File: src/rtl/pc_pkg.sv
// pc_pkg: shared types and constants for the program-counter generator
//   pc_sel_e   : next-PC source, listed in falling priority order
//   TRAP_SHIFT : left shift applied to trapvect8 to form the trap target
package pc_pkg;
    typedef enum logic [2:0] {
        SEL_HOLD,
        SEL_TRAP,
        SEL_CALL,
        SEL_RET,
        SEL_LOAD,
        SEL_INC
    } pc_sel_e;

    localparam int TRAP_SHIFT = 1;
endpackage

File: src/rtl/pc_ras.sv
// pc_ras: circular return-address stack that overwrites its oldest entry when full
//   clock_50 : clock, rising edge
//   reset_n  : asynchronous active-low reset, empties the stack
//   push_i   : write data_i as the new top entry
//   pop_i    : discard the top entry (ignored when empty)
//   data_i   : return address to push
//   top_o    : current top entry (undefined when empty)
//   count_o  : number of valid entries, 0..DEPTH
//   full_o   : count_o == DEPTH
//   empty_o  : count_o == 0
module pc_ras #(
    parameter int WIDTH = 16,
    parameter int DEPTH = 8
) (
    input  logic                     clock_50,
    input  logic                     reset_n,
    input  logic                     push_i,
    input  logic                     pop_i,
    input  logic [WIDTH-1:0]         data_i,
    output logic [WIDTH-1:0]         top_o,
    output logic [$clog2(DEPTH):0]   count_o,
    output logic                     full_o,
    output logic                     empty_o
);
    localparam int AW = $clog2(DEPTH);
    localparam logic [AW-1:0] PTR_ONE = 1;
    localparam logic [AW:0]   CNT_ONE = 1;
    localparam logic [AW:0]   CNT_FULL = (AW+1)'(DEPTH);

    logic [WIDTH-1:0] mem_q [DEPTH];
    logic [AW-1:0]    ptr_q, ptr_d, top_ptr;
    logic [AW:0]      cnt_q, cnt_d;

    // ptr_q addresses the next free slot; the pointer wraps, so a push onto a
    // full stack lands on the oldest entry
    assign top_ptr = ptr_q - PTR_ONE;
    assign top_o   = mem_q[top_ptr];
    assign count_o = cnt_q;
    assign full_o  = cnt_q == CNT_FULL;
    assign empty_o = cnt_q == '0;

    always_comb begin
        ptr_d = push_i ? ptr_q + PTR_ONE : (pop_i && !empty_o) ? top_ptr : ptr_q;
        cnt_d = push_i ? (full_o ? cnt_q : cnt_q + CNT_ONE) : (pop_i && !empty_o) ? cnt_q - CNT_ONE : cnt_q;
    end

    always_ff @(posedge clock_50 or negedge reset_n) begin
        if (!reset_n) begin
            ptr_q <= '0;
            cnt_q <= '0;
        end else begin
            ptr_q <= ptr_d;
            cnt_q <= cnt_d;
        end
    end

    always_ff @(posedge clock_50) begin
        if (push_i)
            mem_q[ptr_q] <= data_i;
    end
endmodule

File: src/rtl/pc_gen.sv
// pc_gen: program-counter generator with trap, load, call/return and stall
//   clock_50      : clock, rising edge
//   reset_n       : asynchronous active-low reset
//   stall         : hold PC and stack, ignore every other request
//   load          : jump to load_addr (bit 0 cleared)
//   load_addr     : jump/call target, fallback target for a return on empty stack
//   trap          : jump to trap_vec << 1
//   trap_vec      : LC-3b trapvect8
//   call          : push out+INC and jump to load_addr
//   ret           : pop return address into PC
//   out           : current PC, registered
//   ras_count     : valid stack entries
//   ras_overflow  : one-cycle pulse, push onto a full stack
//   ras_underflow : one-cycle pulse, pop from an empty stack
// Build option: define PC_GEN_RAS_EN to include the return-address stack;
// without it call and ret behave as load and the stack outputs read 0.
module pc_gen
    import pc_pkg::*;
#(
    parameter int               WIDTH        = 16,
    parameter int               INC          = 2,
    parameter logic [WIDTH-1:0] RESET_VECTOR = '0,
    parameter int               DEPTH        = 8
) (
    input  logic                   clock_50,
    input  logic                   reset_n,
    input  logic                   stall,
    input  logic                   load,
    input  logic [WIDTH-1:0]       load_addr,
    input  logic                   trap,
    input  logic [7:0]             trap_vec,
    input  logic                   call,
    input  logic                   ret,
    output logic [WIDTH-1:0]       out,
    output logic [$clog2(DEPTH):0] ras_count,
    output logic                   ras_overflow,
    output logic                   ras_underflow
);
    pc_sel_e          sel;
    logic [WIDTH-1:0] out_q, pc_d, seq, align, trap_tgt, ret_tgt;
    logic             ovf_d, unf_d, ovf_q, unf_q;

    assign seq      = out_q + WIDTH'(INC);
    assign align    = {load_addr[WIDTH-1:1], 1'b0};
    assign trap_tgt = WIDTH'(trap_vec) << TRAP_SHIFT;

    always_comb begin
        sel = stall ? SEL_HOLD : trap ? SEL_TRAP : call ? SEL_CALL : ret ? SEL_RET : load ? SEL_LOAD : SEL_INC;
        pc_d = sel == SEL_HOLD ? out_q :
               sel == SEL_TRAP ? trap_tgt :
               sel == SEL_RET  ? ret_tgt :
               sel == SEL_INC  ? seq : align;
    end

`ifdef PC_GEN_RAS_EN
    logic [WIDTH-1:0] ras_top;
    logic             ras_full, ras_empty, ras_push, ras_pop;

    assign ras_push = sel == SEL_CALL;
    assign ras_pop  = sel == SEL_RET && !ras_empty;
    // a return with nothing stacked falls back to the supplied load_addr
    assign ret_tgt  = ras_empty ? align : ras_top;
    assign ovf_d    = ras_push && ras_full;
    assign unf_d    = sel == SEL_RET && ras_empty;

    pc_ras #(
        .WIDTH(WIDTH),
        .DEPTH(DEPTH)
    ) u_ras (
        .clock_50(clock_50),
        .reset_n (reset_n),
        .push_i  (ras_push),
        .pop_i   (ras_pop),
        .data_i  (seq),
        .top_o   (ras_top),
        .count_o (ras_count),
        .full_o  (ras_full),
        .empty_o (ras_empty)
    );
`else
    assign ret_tgt   = align;
    assign ovf_d     = 1'b0;
    assign unf_d     = 1'b0;
    assign ras_count = '0;
`endif

    always_ff @(posedge clock_50 or negedge reset_n) begin
        if (!reset_n) begin
            out_q <= RESET_VECTOR;
            ovf_q <= 1'b0;
            unf_q <= 1'b0;
        end else begin
            out_q <= pc_d;
            ovf_q <= ovf_d;
            unf_q <= unf_d;
        end
    end

    assign out           = out_q;
    assign ras_overflow  = ovf_q;
    assign ras_underflow = unf_q;
endmodule

File: config.mk
export PLATFORM = sky130hd
export DESIGN_NAME = pc_gen
export DESIGN_NICKNAME = d
export VERILOG_FILES = /design/src/rtl/pc_pkg.sv /design/src/rtl/pc_ras.sv /design/src/rtl/pc_gen.sv
export SDC_FILE = /design/constraint.sdc
export NUM_CORES = 1
export LEC_CHECK = 0
export BUFFER_PORTS_ARGS = -buffer_cell sky130_fd_sc_hd__buf_2
export CAP_MARGIN = 20
export CORE_ASPECT_RATIO = 0.5
export CORE_MARGIN = 2
export CORE_UTILIZATION = 42
export DETAILED_ROUTE_END_ITERATION = 8
export PLACE_DENSITY = 0.76
export SLEW_MARGIN = 0
export SYNTH_ARGS = -nofsm -noshare
export SYNTH_HDL_FRONTEND = slang
export SYNTH_SLANG_ARGS = --single-unit
File: constraint.sdc
create_clock -name clock_50 -period 1.6 [get_ports clock_50]
set_input_delay 0 -clock clock_50 [delete_from_list [all_inputs] [get_ports clock_50]]
set_output_delay 0 -clock clock_50 [all_outputs]
set_load 0.01 [all_outputs]
* Word-level counts from Yosys, hierarchy flattened
Cells that the tools add are included.
** Word-level totals
- Bits of input ports :: 31
- Output and inout port bits :: 22
- Logic and storage cells :: 14
- Register bits after elaboration :: 16
** Operators by class
- Equality and inequality tests :: 3
- $add $sub $neg :: 1
- Multiplexer cells :: 8
- Reduce and logical (&&, ||, !) cells :: 1
** Operators with widths (number)
- 16-bit two-way mux :: 3
- 16-bit by 2-bit adder with 16-bit output (second input constant) :: 1
- 3-bit two-way mux :: 4
- 3-bit by 1-bit == test with 1-bit output (second input constant) :: 1
- 3-bit by 2-bit == test with 1-bit output (second input constant) :: 1
- 3-bit == test (second input constant) :: 1
- 3-bit zero test :: 1
- 1-bit two-way mux :: 1

* Depth between registers and ports, before layout
Gate-level depths: netlist of run 1.
- Word-level depth :: 9
- Depth in mapped cells :: 5
- Mapped depth without buffers :: 5

* Worst setup path before layout of run 1
OpenSTA, ideal clock, no wires.
- Path type :: register -> register
- Start point :: register out_q[4], in the netlist out[4]
- End point :: register out_q[10], in the netlist out[10]
- Stages on the path, launching flop included :: 5
- Path buffers :: 0
- Required time :: 1.499 ns
- Setup time :: 0.101 ns
- Clock period less this slack :: 1.549 ns
- Setup slack :: 0.051 ns
- Data arrival time :: 1.449 ns
- Cell sequence :: dfrtp_1 nand3_4 or3_1 o31a_1 o311ai_2
** On the way
- Word-level cells in the longest chain between the ends :: 4
** RTL lines
- start: declaration :: RTL line pc_gen.sv:40 : logic [WIDTH-1:0] out_q, pc_d, seq, align, trap_tgt, ret_tgt;
- start signal: assignment :: RTL line pc_gen.sv:93 : out_q <= pc_d;
- 16-bit by 2-bit adder with 16-bit output :: RTL line pc_gen.sv:43 : assign seq = out_q + WIDTH'(INC);
- 16-bit two-way mux :: RTL line pc_gen.sv:52 : sel == SEL_INC ? seq : align;
- 16-bit two-way mux :: RTL line pc_gen.sv:51 : sel == SEL_RET ? ret_tgt :
- 16-bit two-way mux :: RTL line pc_gen.sv:50 : sel == SEL_TRAP ? trap_tgt :
Every way passes these cells.
A chain may end at the register's enable or synchronous reset.

* Final worst setup path of run 1
- Start point :: register out_q[1], in the netlist out[1]
- End point :: register out_q[10], in the netlist out[10]
Same word-level chain as after synthesis.

==> results by group, run 1 <==
Cells and area
  – Max reg flops: 15
  – Area Growth Syn to Fin: 34.2%
  – # fillers: 240
  – Final nets: 220
  – Share of cells above drive strength 1: 0.369
  – Ant diodes: 0
  – Cell area after layout: approximately 1500 um^2

Worst setup path
  – Critical path endpoint category: flip-flop
  – Worst endpoint data arrival time: approximately 1700 ps
  – Crit Path Category: reg -> reg
  – CP startpoint kind: flip-flop
  – Reg2Reg Setup Slack: ~77 ps
  – Max FO, Critical Path: 3
  – WP data required: 1750 ps

STA
  – Least-Margin Pin Slew: about 520 ps
  – Worst Skew: between 4 and 5 ps
  – # setup viols final: 0
  – Hold slack: between 20 and 25 ps
  – Highest clock rate: 657 MHz
  – Max Slew Vio Count: 0
  – Final Critical Period: 1520 ps
  – RSZ-0062 raised after global routing: false
  – Slew HR: 0.650
  – Endpoints failing hold: 0
  – Final worst-path cycle share: 0.952

CTS
  – Buffers from clock root to sink, at most: 2
  – Root Driver: clkbuf_8
  – Number of buffers created by CTS: 3
  – Later-pin clock latency in the skew report: around 250 ps
  – CTS tree: built
  – H-tree level count: 1
  – Clock sink count: 15
  – Reg clk slew, reported paths: 60 ps

Floorplanning
  – Cell Rows: 13
  – Initial core utilization: 0.441
  – Die span in y: between 40 and 50 um
  – IO Pins: 53
  – Die W: between 70 and 80 um
  – Die area: between 3000 and 4000 um^2
  – Core region area: 2590 um^2

Logic synthesis
  – Simple-gate area share of the yosys netlist: 0.294
  – FF+latch count, synth: 15
  – Xor and xnor area share after synthesis: 0.0538
  – Mux share of post-synthesis cell area: 0.0274
  – Mean Syn Cell Area: approximately 8.6 um^2
  – Post-synthesis cell area: roughly 1100 um^2
  – FFs w/ async S/R, synth: 1.00
  – Seq/Total Area, Yosys: 0.329
  – Largest family of logic cells by synthesized area: simple AND/OR/NAND/NOR gates
  – Synth Warn #: 0
  – Synthesized instance count: 133
  – Synth Area in Compound Gates: 0.202
  – Number of synthesized flops with an enable pin: 0
  – Distinct cells, synth: 38
  – Post-synthesis adder-cell area fraction: 0.0110
  – Top FF cell, synth: dfrtp_1

Pwr
  – Leakage: 0.676 nW
  – Switching part of the total power: 0.316
  – Maximum vdd drop: 0.375 mV
  – Gate power share: 0.307
  – Flop pwr share: 0.419
  – Internal power: roughly 0.00077 W
  – Pwr Density: approximately 730 nW/um^2
  – Clk network pwr share: 0.275
  – P_sw: between 0.0003 and 0.0004 W

Global routing
  – Grt total ovfl: 0
  – Vias in the first global route: about 1100
  – Antenna violations before repair: 0
  – First-pass GRT wire length: ~4700 um
  – GRT Total Usage: 0.200
  – Pin count of the biggest net entering global routing: 29

Drt
  – Initial DRC count: 84
  – DR vias: 1227
  – DR pass1 iterations: 4
  – Routed WL: slightly above 3000 um
  – Post-detailed-route DRC marker count: 0
  – Routed Antenna Nets: 0
  – Vias/cell: 5.48
  – Post-DR wirelength/cell: approximately 14 um

Run
  – Maxcap violations: 0

Run status
  – Outcome: completed

Placed design
  – Port Buffers: between 40 and 50
  – Dpl hpwl: between 2000 and 2500 um
  – Post-DP Area: roughly 1400 um^2
  – Routability Congestion: 0.798

Hold path
  – Worst hold path class: in -> reg
## critical path, stage by stage, from the launching register on
cell and delay (ps):
dfrtp_1 410, nand3_1 180, or3_1 370, o31a_1 260, o311ai_2 200
## power by group through the flow
stage | Clock [W] | Combinational (W) | Sequential (W)
finish | 0.000308 | 0.000343 | 0.000468
global placement | 0 | 0.000327 | 0.000465
floorplan | 0 | 0.000163 | 0.000496
global route | 0.000343 | 0.000378 | 0.000475
detailed placement | 0 | 0.000332 | 0.000469
CTS | 0.000317 | 0.000341 | 0.000462
## layer usage
layer | vias to the layer above | track usage | wire length (um)
met3 | 6 | 0.0485 | 248
met2 | 57 | 0.364 | 1480
li1 | 594 | - | -
met4 | 0 | 0.0446 | 34
met5 | - | 0 | 0
met1 | 570 | 0.252 | 1300
## final timing paths
check	cells past startpoint	end	startpoint
min in group asynchronous	2	out[4]$_DFFE_PN0P_	reset_n
max in group asynchronous	2	out[2]$_DFFE_PN0P_	reset_n
setup reg to reg	4	out[10]$_DFFE_PN0P_	out[1]$_DFFE_PN0P_
hold / removal	3	out[13]$_DFFE_PN0P_	load_addr[13]
hold reg to reg	1	out[15]$_DFFE_PN0P_	out[15]$_DFFE_PN0P_
setup / recovery	4	out[10]$_DFFE_PN0P_	out[1]$_DFFE_PN0P_
## metrics by stage
step                      power (W)  cells  setup TNS, ps  setup WS, ps   util
after floorplan            0.000659    139              0          50.9      -
after global placement     0.000791    217              0          74.8  0.552
after detailed placement   0.000801    217          -14.5         -14.5  0.552
after CTS                   0.00112    224              0          28.9  0.585
after global routing        0.00120    224              0          15.2  0.592
final                       0.00112    224              0          77.4  0.592
## repair_timing
action | in CTS | in global routing
hold buffers | 3 | 0
pin swaps | 0 | 0
hold endpoints to repair | 17 | 0
resized for setup | 2 | 4
buffers inserted | 0 | 0
endpoints found under the setup margin | 2 | 2
## logic make-up (layout without fill, tap and decap cells)
logic type,after synthesis,in the layout
compound gates,30,30
mux,3,3
other cells,1,7
xor+xnor,7,7
simple gates,61,61
fa+ha+maj,1,1
buf+inv,15,63
flops,15,15
## synthesized netlist by cell type, types with 2 or more instances
library cell	instances	area, um^2
nand2_1	19	71.3
dfrtp_1	15	375
nand3_1	8	40.0
a21oi_1	7	35.0
buf_4	7	52.6
buf_2	6	30.0
nand3b_1	5	37.5
xnor2_1	5	43.8
nand4_1	4	25.0
nor2_1	4	15.0
nor2b_1	4	25.0
nor3_1	4	20.0
o21ai_0	4	20.0
o221ai_1	4	35.0
a221o_1	3	30.0
nor3b_1	3	22.5
nor4_1	3	18.8
o31ai_1	3	22.5
a211o_1	2	17.5
clkbuf_1	2	7.51
mux2i_1	2	20.0
or3_1	2	12.5
xor2_1	2	17.5
## cells in the final DEF, fill, tap and decap left out, types with 4 or more instances in the layout
cell type  Yosys  layout
a21oi_1        7       7
nand3_1        8       7
xnor2_1        5       5
o221ai_1       4       4
buf_2          6      44
dfrtp_1       15      13
conb_1         1       7
nor2b_1        4       4
buf_4          7      12
nand4_1        4       4
nand3b_1       5       5
nor3_1         4       4
o21ai_0        4       4
nor2_1         4       4
nand2_1       19      19
## layout make-up
class / count / area [um^2] / share of cell area
multi-input combinational: 109 / 721 / 0.471
clock buffer: 4 / 45.0 / 0.0294
tap: 37 / 46.3 / 0.0303
sequential: 15 / 378 / 0.247
timing repair buffer: 59 / 340 / 0.222
No activity file was read; power rests on OpenSTA's default activity.
==> run 2, diff against run 1 <==
--- a/config.mk
+++ b/config.mk
@@ -5,13 +5,13 @@
 export SDC_FILE = /design/constraint.sdc
 export NUM_CORES = 1
 export LEC_CHECK = 0
-export BUFFER_PORTS_ARGS = -buffer_cell sky130_fd_sc_hd__buf_2
+export BUFFER_PORTS_ARGS = -buffer_cell sky130_fd_sc_hd__buf_4
 export CAP_MARGIN = 20
 export CORE_ASPECT_RATIO = 0.5
 export CORE_MARGIN = 2
 export CORE_UTILIZATION = 42
 export DETAILED_ROUTE_END_ITERATION = 8
-export PLACE_DENSITY = 0.76
+export PLACE_DENSITY = 0.86
 export SLEW_MARGIN = 0
 export SYNTH_ARGS = -nofsm -noshare
 export SYNTH_HDL_FRONTEND = slang
==> results by group, run 2 (same netlist as run 1, synthesis figures left out) <==
Run status
  – Outcome: completed

Hold path
  – Hold path depth: 3
  – Worst hold path class: in -> reg
  – Hold Crit Start: load_addr[13]
  – Worst hold endpoint: out[13]$_DFFE_PN0P_

STA
  – Fin Setup TNS: 0 ps
  – Worst Skew: roughly 2.6 ps
  – # setup viols final: 0
  – Max Slew Vio Count: 0
  – Final Critical Period: between 1500 and 2000 ps
  – Final worst setup slack: between 50 and 60 ps
  – Highest clock rate: around 650 MHz
  – Endpoints failing hold: 0
  – Final worst-path cycle share: 0.967

CTS
  – CTS tree: built
  – Clock sink count: 15
  – Root Driver: clkbuf_8
  – Later-pin clock latency in the skew report: approximately 250 ps
  – Reg clk slew, reported paths: about 60 ps
  – Number of buffers created by CTS: 3
  – Buffers from clock root to sink, at most: 2
  – H-tree level count: 1

Placed design
  – Setup WS pre-CTS: -16.5 ps
  – Port Buffers: 44
  – Routability Congestion: around 0.85
  – Dpl hpwl: about 2400 um
  – Cells after DPL: between 200 and 250

Drt
  – DR pass1 iterations: 4
  – Routed WL: approximately 3500 um
  – Vias/cell: 5.70
  – Post-detailed-route DRC marker count: 0
  – Post-DR wirelength/cell: about 15 um
  – DR vias: around 1300
  – Initial DRC count: 141
  – Routed Antenna Nets: 0

Global routing
  – Pin count of the biggest net entering global routing: 29
  – Vias in the first global route: ~1100
  – GRT Total Usage: 0.224
  – Grt total ovfl: 0
  – Antenna violations before repair: 0
  – First-pass GRT wire length: roughly 5300 um

Cells and area
  – Final nets: 222
  – Post-route insts no fill: roughly 230
  – Ant diodes: 0
  – Final core utilization: 0.643
  – Share of cells above drive strength 1: 0.376
  – Most frequent cells in the layout: buf_4 (58), nand2_1 (19), dfrtp_1 (15)
  – Area Growth Syn to Fin: 45.9%
  – Most common cell after layout, fill and taps aside: buf_4
  – Max reg flops: 15

Worst setup path
  – CP startpoint kind: flip-flop
  – Worst endpoint data arrival time: 1730 ps
  – Max FO, Critical Path: 5
  – R2R cell count: 4
  – Critical path endpoint category: flip-flop
  – WP data required: roughly 1800 ps
  – Reg-to-Reg End: out[13]$_DFFE_PN0P_
  – Reg2Reg Setup Slack: roughly 53 ps
  – R2r startpoint: out[2]$_DFFE_PN0P_
  – Crit Path Category: reg -> reg

Pwr
  – Leakage: 0.724 nW
  – Power Total: between 0.001 and 0.0015 W
  – Maximum vdd drop: 0.272 mV
  – Pwr Density: a little over 700 nW/um^2

Run
  – Maxcap violations: 0

Floorplanning
  – Die span in y: about 40 um
  – Cell Rows: 13
  – Initial core utilization: 0.441
  – Die W: 77.7 um
  – Core region area: 2590 um^2
  – IO Pins: between 50 and 60
  – Die area: 3170 um^2
[run 2: cell count changes in the layout (fill, tap and decap cells not counted)]
| cell | change |
|---|---|
| or3_4 | +1 |
| dfrtp_2 | -2 |
| buf_4 | +46 |
| nor3_1 | -1 |
| nor3_2 | +1 |
| buf_2 | -44 |
| or3_1 | -1 |
| dfrtp_1 | +2 |
[run 2: timing repair]
action | CTS | global route
buffers inserted | 0 | 1
hold endpoints to repair | 17 | 0
setup endpoints to repair | 3 | 5
resized for setup | 1 | 5
hold buffers | 3 | 0
[run 2: power by group]
part	total [W]	switching, W	internal, W
sequential	0.000466	0.0000467	0.000419
clock	0.000311	0.000135	0.000177
combinational	0.000413	0.000194	0.000219
[run 2: area by class of cell]
| cell class | instances | area (um^2) |
|---|---|---|
| repair buffers | 61 | 465 |
| well taps | 37 | 46.3 |
| flip-flops and latches | 15 | 375 |
| multi-input cells | 109 | 731 |
| clock buffers | 4 | 45.0 |
| fillers | 201 | 923 |
[run 2: critical path: stages (launching register included)]
cell and delay (ps):
dfrtp_1 450, ha_4 210, nand3_1 170, or4_1 550, nand4_1 90
[run 2: through the flow]
step / cell area (um^2) / hold WS [ps]
6_report: 1660 / 12.8
3_3_place_gp: 1550 / -134
3_5_place_dp: 1550 / -129
5_1_grt: 1660 / 12.5
4_1_cts: 1620 / 13.3
2_1_floorplan: 1160 / -296
[run 2: worst max path at each step]
| stage | startpoint | to | depth (start not counted) |
|---|---|---|---|
| after CTS | out[2]$_DFFE_PN0P_ | out[15]$_DFFE_PN0P_ | 5 |
| after floorplan | out[4]$_DFFE_PN0P_ | out[10]$_DFFE_PN0P_ | 4 |
| after global placement | out[2]$_DFFE_PN0P_ | out[15]$_DFFE_PN0P_ | 5 |
| final | out[2]$_DFFE_PN0P_ | out[13]$_DFFE_PN0P_ | 4 |
| after detailed placement | out[2]$_DFFE_PN0P_ | out[15]$_DFFE_PN0P_ | 5 |
| after global routing | out[2]$_DFFE_PN0P_ | out[9]$_DFFE_PN0P_ | 5 |
[run 2: routing by layer]
metal,GRT usage,vias up,part of all wire
met3,0.0727,9,0.071
met1,0.268,624,0.41
met2,0.403,54,0.50
met4,0.0759,0,0.015
met5,0,-,0
li1,-,602,-
==> run 3, diff against run 2 <==
--- a/config.mk
+++ b/config.mk
@@ -5,14 +5,15 @@
 export SDC_FILE = /design/constraint.sdc
 export NUM_CORES = 1
 export LEC_CHECK = 0
+export ABC_AREA = 1
 export BUFFER_PORTS_ARGS = -buffer_cell sky130_fd_sc_hd__buf_4
 export CAP_MARGIN = 20
 export CORE_ASPECT_RATIO = 0.5
 export CORE_MARGIN = 2
 export CORE_UTILIZATION = 42
 export DETAILED_ROUTE_END_ITERATION = 8
-export PLACE_DENSITY = 0.86
-export SLEW_MARGIN = 0
+export PLACE_DENSITY = 0.85
+export SLEW_MARGIN = 20
 export SYNTH_ARGS = -nofsm -noshare
 export SYNTH_HDL_FRONTEND = slang
 export SYNTH_SLANG_ARGS = --single-unit
==> results by group, run 3 <==
CTS
  – Resized Gates After CTS: 0
  – Reg clk slew, reported paths: approximately 70 ps
  – Clock sink count: 15
  – CTS tree: built
  – Number of buffers created by CTS: 3
  – H-tree level count: 1
  – Root Driver: clkbuf_8
  – Later-pin clock latency in the skew report: about 250 ps
  – Buffers from clock root to sink, at most: 2

Pwr
  – Pwr Density: roughly 700 nW/um^2
  – Leakage: 0.840 nW
  – Maximum vdd drop: ~0.35 mV

Worst setup path
  – R2r startpoint: out[1]$_DFFE_PN0P_
  – Reg2Reg Setup Slack: a little over 100 ps
  – CP startpoint kind: flip-flop
  – WP data required: 1740 ps
  – Crit Path Category: reg -> reg
  – Max FO, Critical Path: 3
  – Worst endpoint data arrival time: roughly 1600 ps
  – R2R cell count: 4
  – Critical path endpoint category: flip-flop
  – Reg-to-Reg End: out[2]$_DFFE_PN0P_

Drt
  – Post-detailed-route DRC marker count: 0
  – DR pass1 iterations: 4
  – Post-DR wirelength/cell: about 12 um
  – Vias/cell: ~5
  – Routed Antenna Nets: 0
  – Routed WL: 3320 um
  – DR vias: approximately 1400
  – Initial DRC count: 139

Hold path
  – Hold path depth: 3
  – Worst hold endpoint: out[4]$_DFFE_PN0P_
  – Worst hold path class: in -> reg
  – Hold Crit Start: load_addr[4]

STA
  – Worst Skew: around 2.6 ps
  – Final Critical Period: between 1000 and 1500 ps
  – Highest clock rate: about 670 MHz
  – Least-Margin Pin Slew: 606 ps
  – Slew HR: 0.595
  – Fin Setup TNS: 0 ps
  – Max Slew Vio Count: 0
  – Final worst-path cycle share: 0.935
  – RSZ-0062 raised after global routing: false
  – Hold slack: between 9 and 10 ps
  – # setup viols final: 0
  – Endpoints failing hold: 0

Placed design
  – Port Buffers: 44
  – Dpl hpwl: between 2000 and 2500 um
  – Routability Congestion: roughly 0.87

Global routing
  – Antenna violations before repair: 0
  – First-pass GRT wire length: 5490 um
  – Vias in the first global route: between 1000 and 1500
  – Met3 usage: 0.0500
  – Grt total ovfl: 0
  – Global routing's busiest layer: met2
  – M2 GR Usage: 0.341
  – Met1 GRT Util: 0.286
  – Pin count of the biggest net entering global routing: 16
  – GRT Total Usage: 0.211

Logic synthesis
  – Area contributors post-synth: dfrtp_1 (32%), nand2_1 (23%), nand3_1 (10%), inv_1 (5.1%), buf_4 (4.4%)
  – Mean Syn Cell Area: 6.57 um^2
  – Seq/Total Area, Yosys: 0.317
  – Number of synthesized flops with an enable pin: 0
  – Top FF cell, synth: dfrtp_1
  – Most common cell in the netlist: nand2_1
  – Synth area leader: dfrtp_1
  – FFs w/ async S/R, synth: 1.00
  – Post-synthesis cell area: 1180 um^2
  – Distinct cells, synth: 26
  – FF+latch count, synth: 15
  – Synth Warn #: 0
  – Share of the synthesized area in the top cell type: 0.317
  – Synth cell count leaders: nand2_1 (72), nand3_1 (24), inv_1 (16)
  – Synthesized instance count: between 150 and 200

Floorplanning
  – IO Pins: 53
  – Initial core utilization: 0.449
  – Die area: 3280 um^2
  – Core region area: roughly 2600 um^2
  – Cell Rows: 13
  – Die W: slightly below 80 um
  – Die span in y: ~42 um

Cells and area
  – Final nets: between 200 and 300
  – # fillers: 220
  – Most common cell after layout, fill and taps aside: nand2_1
  – Area Growth Syn to Fin: 42.6%
  – Max reg flops: 15
  – Share of cells above drive strength 1: 0.248
  – Ant diodes: 0
  – Most frequent cells in the layout: nand2_1 (72), buf_4 (47), nand3_1 (24)

Run
  – Maxcap violations: 0

Run status
  – Outcome: completed
-- run 3: changes by cell type after synthesis, sizes merged, moves of 5 or more --
cell,delta
nand2,+53
nor2,+10
inv,+17
a21oi,-5
nand3,+17
-- run 3: repair_timing --
action / CTS / global route
endpoints found under the hold margin: 23 / 0
buffers inserted: 0 / 2
endpoints found under the setup margin: 0 / 2
hold buffers: 11 / 0
-- run 3: worst max path at each step --
| stage | endpoint | start |
|---|---|---|
| after detailed placement | out[15]$_DFFE_PN0P_ | out[1]$_DFFE_PN0P_ |
| final | out[2]$_DFFE_PN0P_ | out[1]$_DFFE_PN0P_ |
| after floorplan | out[15]$_DFFE_PN0P_ | out[1]$_DFFE_PN0P_ |
| after global routing | out[2]$_DFFE_PN0P_ | out[1]$_DFFE_PN0P_ |
| after global placement | out[15]$_DFFE_PN0P_ | out[1]$_DFFE_PN0P_ |
| after CTS | out[2]$_DFFE_PN0P_ | out[1]$_DFFE_PN0P_ |
-- run 3: cell type report --
cell class              instances  area [um^2]  area share
clock buffers                   4         45.0      0.0267
inverters                      17         63.8      0.0378
multi-input cells             144          693       0.411
flip-flops and latches         15          375       0.223
well taps                      37         46.3      0.0274
repair buffers                 58          463       0.274
-- run 3: critical path, stage by stage (launching register included) --
cell	delay, ps
dfrtp_1	400
ha_1	300
nand2_1	70
nand4_1	60
dlygate4sd3_1	550
-- run 3: power by group --
| part | switching, W | internal, W | total [W] | leakage [nW] |
|---|---|---|---|---|
| Combinational | 0.000167 | 0.000178 | 0.000346 | 0.629 |
| Clock | 0.000145 | 0.000177 | 0.000322 | 0.0228 |
| Sequential | 0.0000582 | 0.000420 | 0.000478 | 0.189 |
| Total | 0.000371 | 0.000775 | 0.00115 | 0.840 |
-- run 3: kinds of logic after synthesis --
kind of cell | Yosys count | share of synthesized area
buf+inv | 27 | 0.115
simple gates | 122 | 0.475
compound gates | 13 | 0.0709
fa+ha+maj | 1 | 0.0106
other cells | 1 | 0.00317
xor+xnor | 1 | 0.00741
flops | 15 | 0.317
-- run 3: metrics by stage --
stage / power (W) / area (um^2) / worst slack, ps / std cells / utilization
floorplan: 0.000640 / 1200 / 291 / 186 / -
global placement: 0.000785 / 1520 / 221 / 258 / 0.575
detailed placement: 0.000794 / 1520 / 157 / 258 / 0.575
CTS: 0.00114 / 1670 / 62.5 / 273 / 0.634
global route: 0.00122 / 1690 / 14.3 / 275 / 0.640
finish: 0.00115 / 1690 / 103 / 275 / 0.640
-- run 3: routing by layer --
metal / part of all wire / vias to the layer above
li1: - / 693
met1: 0.45 / 620
met2: 0.47 / 62
met3: 0.067 / 6
met4: 0.013 / 0
met5: 0 / -
